**src/rtl/shift_pkg.sv**
```systemverilog
// Shared types for the pipelined shifter: operation modes, direction
// encoding and the per-stage control payload carried down the pipeline.
package shift_pkg;

  typedef enum logic [1:0] {
    SH_ROT  = 2'b00,
    SH_LSL  = 2'b01,
    SH_ASR  = 2'b10,
    SH_RSVD = 2'b11
  } shmode_e;

  // Logical shift uses one encoding for both directions.
  localparam shmode_e SH_LSR = SH_LSL;

  localparam logic DIR_LEFT  = 1'b0;
  localparam logic DIR_RIGHT = 1'b1;

  // Data, shamt and tag widths are parameter-dependent, so they travel as
  // separate buses alongside this fixed-width control part of the payload.
  typedef struct packed {
    shmode_e mode;
    logic    dir;
    logic    sign;
  } ctl_t;

endpackage

```
**src/rtl/shift_stage.sv**
```systemverilog
// One pipeline stage: conditionally moves the operand by STEP bits
// (rotate, zero fill or sign fill) and registers it with valid/ready.
module shift_stage
  import shift_pkg::*;
#(
  parameter int unsigned WIDTH = 32,
  parameter int unsigned STEP  = 1,
  parameter int unsigned TAG_W = 4
) (
  input  logic                     clk,
  input  logic                     reset_n,
  input  logic                     up_valid,
  output logic                     up_ready,
  input  logic [WIDTH-1:0]         up_data,
  input  logic [$clog2(WIDTH)-1:0] up_shamt,
  input  ctl_t                     up_ctl,
  input  logic [TAG_W-1:0]         up_tag,
  output logic                     dn_valid,
  input  logic                     dn_ready,
  output logic [WIDTH-1:0]         dn_data,
  output logic [$clog2(WIDTH)-1:0] dn_shamt,
  output ctl_t                     dn_ctl,
  output logic [TAG_W-1:0]         dn_tag,
  output logic                     dn_zero
);

  localparam int unsigned BIT = $clog2(STEP);

  logic             is_rot;
  logic             fill_bit;
  logic [STEP-1:0]  fill;
  logic [WIDTH-1:0] moved;

  always_comb begin
    is_rot   = (up_ctl.mode == SH_ROT) || (up_ctl.mode == SH_RSVD);
    // Arithmetic right fills from the operand's original sign, not this stage's MSB.
    fill_bit = (up_ctl.mode == SH_ASR) && (up_ctl.dir == DIR_RIGHT) && up_ctl.sign;
    fill     = {STEP{fill_bit}};
    if (is_rot) begin
      fill = (up_ctl.dir == DIR_RIGHT) ? up_data[STEP-1:0] : up_data[WIDTH-1 -: STEP];
    end
    moved = up_data;
    if (up_shamt[BIT]) begin
      if (up_ctl.dir == DIR_RIGHT) moved = {fill, up_data[WIDTH-1:STEP]};
      else                         moved = {up_data[WIDTH-STEP-1:0], fill};
    end
  end

  assign up_ready = !dn_valid || dn_ready;

  always_ff @(posedge clk or negedge reset_n) begin
    if (!reset_n) begin
      dn_valid <= 1'b0;
      dn_data  <= '0;
      dn_shamt <= '0;
      dn_ctl   <= '0;
      dn_tag   <= '0;
      dn_zero  <= 1'b0;
    end else if (up_ready) begin
      dn_valid <= up_valid;
      if (up_valid) begin
        dn_data  <= moved;
        dn_shamt <= up_shamt;
        dn_ctl   <= up_ctl;
        dn_tag   <= up_tag;
        dn_zero  <= (moved == '0);
      end
    end
  end

endmodule

```
**src/rtl/pipelined_shift_unit.sv**
```systemverilog
// Pipelined rotate/shift unit: one registered stage per shift-amount bit,
// full valid/ready backpressure, tag and zero flag carried with each result.
module pipelined_shift_unit
  import shift_pkg::*;
#(
  parameter int unsigned WIDTH = 32,
  parameter int unsigned TAG_W = 4
) (
  input  logic                     clk,
  input  logic                     reset_n,
  input  logic                     in_valid,
  output logic                     in_ready,
  input  logic [WIDTH-1:0]         in_data,
  input  logic [$clog2(WIDTH)-1:0] in_shamt,
  input  logic                     in_dir,
  input  logic [1:0]               in_mode,
  input  logic [TAG_W-1:0]         in_tag,
  output logic                     out_valid,
  input  logic                     out_ready,
  output logic [WIDTH-1:0]         out_data,
  output logic                     out_zero,
  output logic [TAG_W-1:0]         out_tag
);

  localparam int unsigned SHAMT_W = $clog2(WIDTH);

  logic               valid_s [SHAMT_W+1];
  logic               ready_s [SHAMT_W+1];
  logic [WIDTH-1:0]   data_s  [SHAMT_W+1];
  logic [SHAMT_W-1:0] shamt_s [SHAMT_W+1];
  ctl_t               ctl_s   [SHAMT_W+1];
  logic [TAG_W-1:0]   tag_s   [SHAMT_W+1];
  logic [SHAMT_W:1]   zero_s;
  logic               unused_tail;

  assign valid_s[0]      = in_valid;
  assign data_s[0]       = in_data;
  assign shamt_s[0]      = in_shamt;
  assign ctl_s[0].mode   = shmode_e'(in_mode);
  assign ctl_s[0].dir    = in_dir;
  assign ctl_s[0].sign   = in_data[WIDTH-1];
  assign tag_s[0]        = in_tag;
  assign in_ready        = ready_s[0];
  assign ready_s[SHAMT_W] = out_ready;

  for (genvar k = 0; k < SHAMT_W; k++) begin : g_stage
    shift_stage #(
      .WIDTH (WIDTH),
      .STEP  (2 ** k),
      .TAG_W (TAG_W)
    ) u_stage (
      .clk      (clk),
      .reset_n  (reset_n),
      .up_valid (valid_s[k]),
      .up_ready (ready_s[k]),
      .up_data  (data_s[k]),
      .up_shamt (shamt_s[k]),
      .up_ctl   (ctl_s[k]),
      .up_tag   (tag_s[k]),
      .dn_valid (valid_s[k+1]),
      .dn_ready (ready_s[k+1]),
      .dn_data  (data_s[k+1]),
      .dn_shamt (shamt_s[k+1]),
      .dn_ctl   (ctl_s[k+1]),
      .dn_tag   (tag_s[k+1]),
      .dn_zero  (zero_s[k+1])
    );
  end

  assign out_valid = valid_s[SHAMT_W];
  assign out_data  = data_s[SHAMT_W];
  assign out_tag   = tag_s[SHAMT_W];
  assign out_zero  = zero_s[SHAMT_W];

  // Only the last stage's zero flag is meaningful; leftover sideband ends here.
  assign unused_tail = ^{shamt_s[SHAMT_W], ctl_s[SHAMT_W], zero_s[SHAMT_W-1:1]};

endmodule

```
**config.mk**
```make
export PLATFORM = sky130hd
export DESIGN_NAME = pipelined_shift_unit
export DESIGN_NICKNAME = d
export VERILOG_FILES = /design/src/rtl/shift_pkg.sv /design/src/rtl/shift_stage.sv /design/src/rtl/pipelined_shift_unit.sv
export SDC_FILE = /design/constraint.sdc
export NUM_CORES = 1
export LEC_CHECK = 0
export ABC_AREA = 1
export BUFFER_PORTS_ARGS = -buffer_cell sky130_fd_sc_hd__buf_2
export CAP_MARGIN = 20
export CELL_PAD_IN_SITES_DETAIL_PLACEMENT = 0
export CELL_PAD_IN_SITES_GLOBAL_PLACEMENT = 1
export CORE_MARGIN = 4
export CORE_UTILIZATION = 49
export CTS_CLUSTER_SIZE = 24
export DETAILED_ROUTE_END_ITERATION = 16
export PLACE_DENSITY_LB_ADDON = 0.1
export SYNTH_ARGS = -nofsm -noshare
export SYNTH_HDL_FRONTEND = slang
export SYNTH_SLANG_ARGS = --single-unit
```
**constraint.sdc**
```tcl
create_clock -name clk -period 3.8 [get_ports clk]
set_input_delay 0.76 -clock clk [delete_from_list [all_inputs] [get_ports clk]]
set_output_delay 0.76 -clock clk [all_outputs]
set_load 0.05 [all_outputs]
```
==> flow_summary.toml <==
[outcome]
outcome = "finished, final reports clean"

[yosys]
ys_ff_latch = 212
synth_area_leaders = "dfrtp_1 46%, o21ai_0 13%, nand2_1 9.4%, a21oi_1 7.5%, inv_1 5.2%"
synth_warnings = 0
synth.distinct_cells = 27
netlist_area_um2 = 11600
postSynthAreaPerCell_um2 = 7.63
ys_seq_area_share_pct = 45.9
synth_top_area_cell = "dfrtp_1"
synth_top_area_share_pct = 45.9
synth_cells = 1515
syn_nets = 1568

[critical_path]
r2r_setup_slack_ps = 1480
path_cells = "buf_2 -> inv_1 -> nand2_2 -> nor2_4 -> nand2_2 -> nor2_4 -> nand2_2 -> buf_2"
required_ps = 3040
worst_r2r_endpoint = "g_stage[4].u_stage.dn_zero$_DFFE_PN0P_"
end_kind = "output port"
cp_max_fo = 4
cp_data_arrival_time_ps = 1640
start_kind = "primary input"
crit_path_max_incr_delay_ps = 230
cp_common_cell = "nand2_2"
worstReg2RegStart = "g_stage[3].u_stage.dn_ctl[2]$_DFFE_PN0P_"
crit_slowest_cell = "buf_2"
worst-setup-path-type = "in -> out"
ff2ff_path_depth = 12

[cells_and_area]
num-nets-final = 1567
layout-drive-gt1-share_pct = 12.5
diodes = 0
multi_input_area_um2 = 4880
final_cell_area_um2 = 12600
final_cell_mix = "310 x o21ai_0, 289 x nand2_1, 212 x dfrtp_1, 174 x a21oi_1, 161 x inv_1"
post-route-util_pct = 55.2
mostFrequentLayoutCell = "o21ai_0"
instances_no_fill = 1845
seqCellArea_um2 = 5310
fill_cells = 2275
area_delta_synth_final_pct = 9.40

[power]
p_clk_share_pct = 22.4
peakVddDrop_mv = 0.395
p_sw_w = 0.00472
power_frac_seq_pct = 35.4
p_leak_nw = 5.94
p_per_area_nw_per_um2 = 838
p_comb_share_pct = 42.2
internal_power_w = 0.00587
power.total_w = 0.0106
swShare_pct = 44.5

[timing]
rsz0062_at_grt = "no"
skew_ps = 12.3
slew_headroom_pct = 36.5
finalMaxSlewViolations = 0
fmax_ghz = 0.417
setup_viol = 0
post-route-min-period_ps = 2400
layout_worst_path_cycle_share_pct = 63.1
finalHoldViolCount = 0
tns_ps = 0
worst_pin_slew_ps = 951

[job]
maxCapViolations = 0

[floorplan]
fp.dieW_um = 162
core_area_um2 = 22900
die_h_um = 162
start_util_pct = 50.4
rows = 55
boundaryPins = 87
die_area_um2 = 26100

[clocking]
ctsHoldBuffers = 0
cts_root_buffer = "clkbuf_16"
clkLatencyLatePin_ps = 520
cts_resized = 0
numCtsBuffers = 24
h-tree-depth = 1
clock_path_buffers = 3
post_cts_buffers = 0
clock-sinks = 212
cts.clk_slew.worst_paths_ps = 60
cts_tree = "built"

[global_routing]
antenna_found_initial = 0
grt_pass1_vias = 9149
grt_max_degree = 87
grt_use_total_pct = 21.5
grt-ovfl-total = 0
grt_first_pass_wirelength_um = 46900

[route]
antenna_left = 0
drt_iter0_drc = 700
drc = 0
via_count = 9566
routed_wl_um = 28000
avgRoutedWirePerCell_um = 15.2
avgViaCountPerCell = 5.18
drtPass1Iterations = 7

[placement]
portBuffers = 86
post-dp-hpwl_um = 20300
place_inst = 1801
placed_area_um2 = 11800
gp_congestion = 0.844

[worst_hold_path]
hold_class = "in -> async"
power by group through the flow:
| stage | sequential, W | clock (W) | combinational (W) |
|---|---|---|---|
| after detailed placement | 0.00378 | 0 | 0.00446 |
| after global routing | 0.00385 | 0.00253 | 0.00503 |
| final | 0.00374 | 0.00238 | 0.00447 |
| after CTS | 0.00374 | 0.00244 | 0.00448 |
| after floorplan | 0.00362 | 0 | 0.00367 |
| after global placement | 0.00377 | 0 | 0.00443 |
metrics by stage:
step | worst slack [ps] | hold WS, ps
final | 1400 | 279
after global routing | 1290 | 356
after CTS | 1370 | 311
after detailed placement | 1210 | 458
after global placement | 1280 | 452
after floorplan | 1660 | 442
final cells by class:
class                      count  area share [%]
multi-input combinational    999            38.6
timing repair buffer         106            4.76
tap                          313            3.10
clock inverter                10            1.04
inverter                     171            5.08
clock buffer                  34            5.45
sequential                   212            42.0
cells in the mapped netlist (all sizes together):
cell type,number
a211oi,2
a21oi,174
a22oi,14
a31oi,33
buf,78
clkbuf,55
clkinv,3
dfrtp,212
ha,5
inv,168
nand2,297
nand3,23
nor2,75
o211ai,19
o21ai,351
o22ai,3
or2,3
worst max path at each step:
stage / startpoint / endpoint / slack [ps] / cells past startpoint
final: out_ready / in_ready / 1400 / 8
after global placement: out_ready / g_stage[0].u_stage.dn_data[18]$_DFFE_PN0P_ / 1280 / 12
after floorplan: out_ready / in_ready / 1660 / 6
after CTS: g_stage[4].u_stage.dn_valid$_DFFE_PN0P_ / in_ready / 1370 / 6
after detailed placement: out_ready / g_stage[0].u_stage.dn_data[17]$_DFFE_PN0P_ / 1210 / 12
after global routing: g_stage[2].u_stage.dn_ctl[1]$_DFFE_PN0P_ / g_stage[3].u_stage.dn_data[26]$_DFFE_PN0P_ / 1290 / 6
routing by layer:
metal | global-route usage, % | vias up | wire length, µm
met4 | 7.72 | 0 | 1040
met3 | 2.50 | 52 | 998
met1 | 29.2 | 4319 | 13000
met2 | 35.7 | 200 | 13000
li1 | - | 4995 | -
met5 | 0 | - | 0
logic make-up after synthesis:
logic type	count (synthesis)	share of synthesized area, %
DFF	212	45.9
buffers and inverters	304	11.9
adders and majority gates	5	0.541
and+or+nand+nor	398	13.9
AOI/OAI and AO/OA	596	27.7
worst max-delay path, delay by kind of cell:
kind                   cells  cell delay [ps]
buffers and inverters      3              370
AND/OR/NAND/NOR            5              500
flip-flops by register name, indices dropped and copies added (netlist names):
signal	cells
g_stage.u_stage.dn_data	160
g_stage.u_stage.dn_tag	20
g_stage.u_stage.dn_ctl	16
g_stage.u_stage.dn_shamt	10
g_stage.u_stage.dn_valid	5
g_stage.u_stage.dn_zero	1
(Power assumes the default switching activity.)
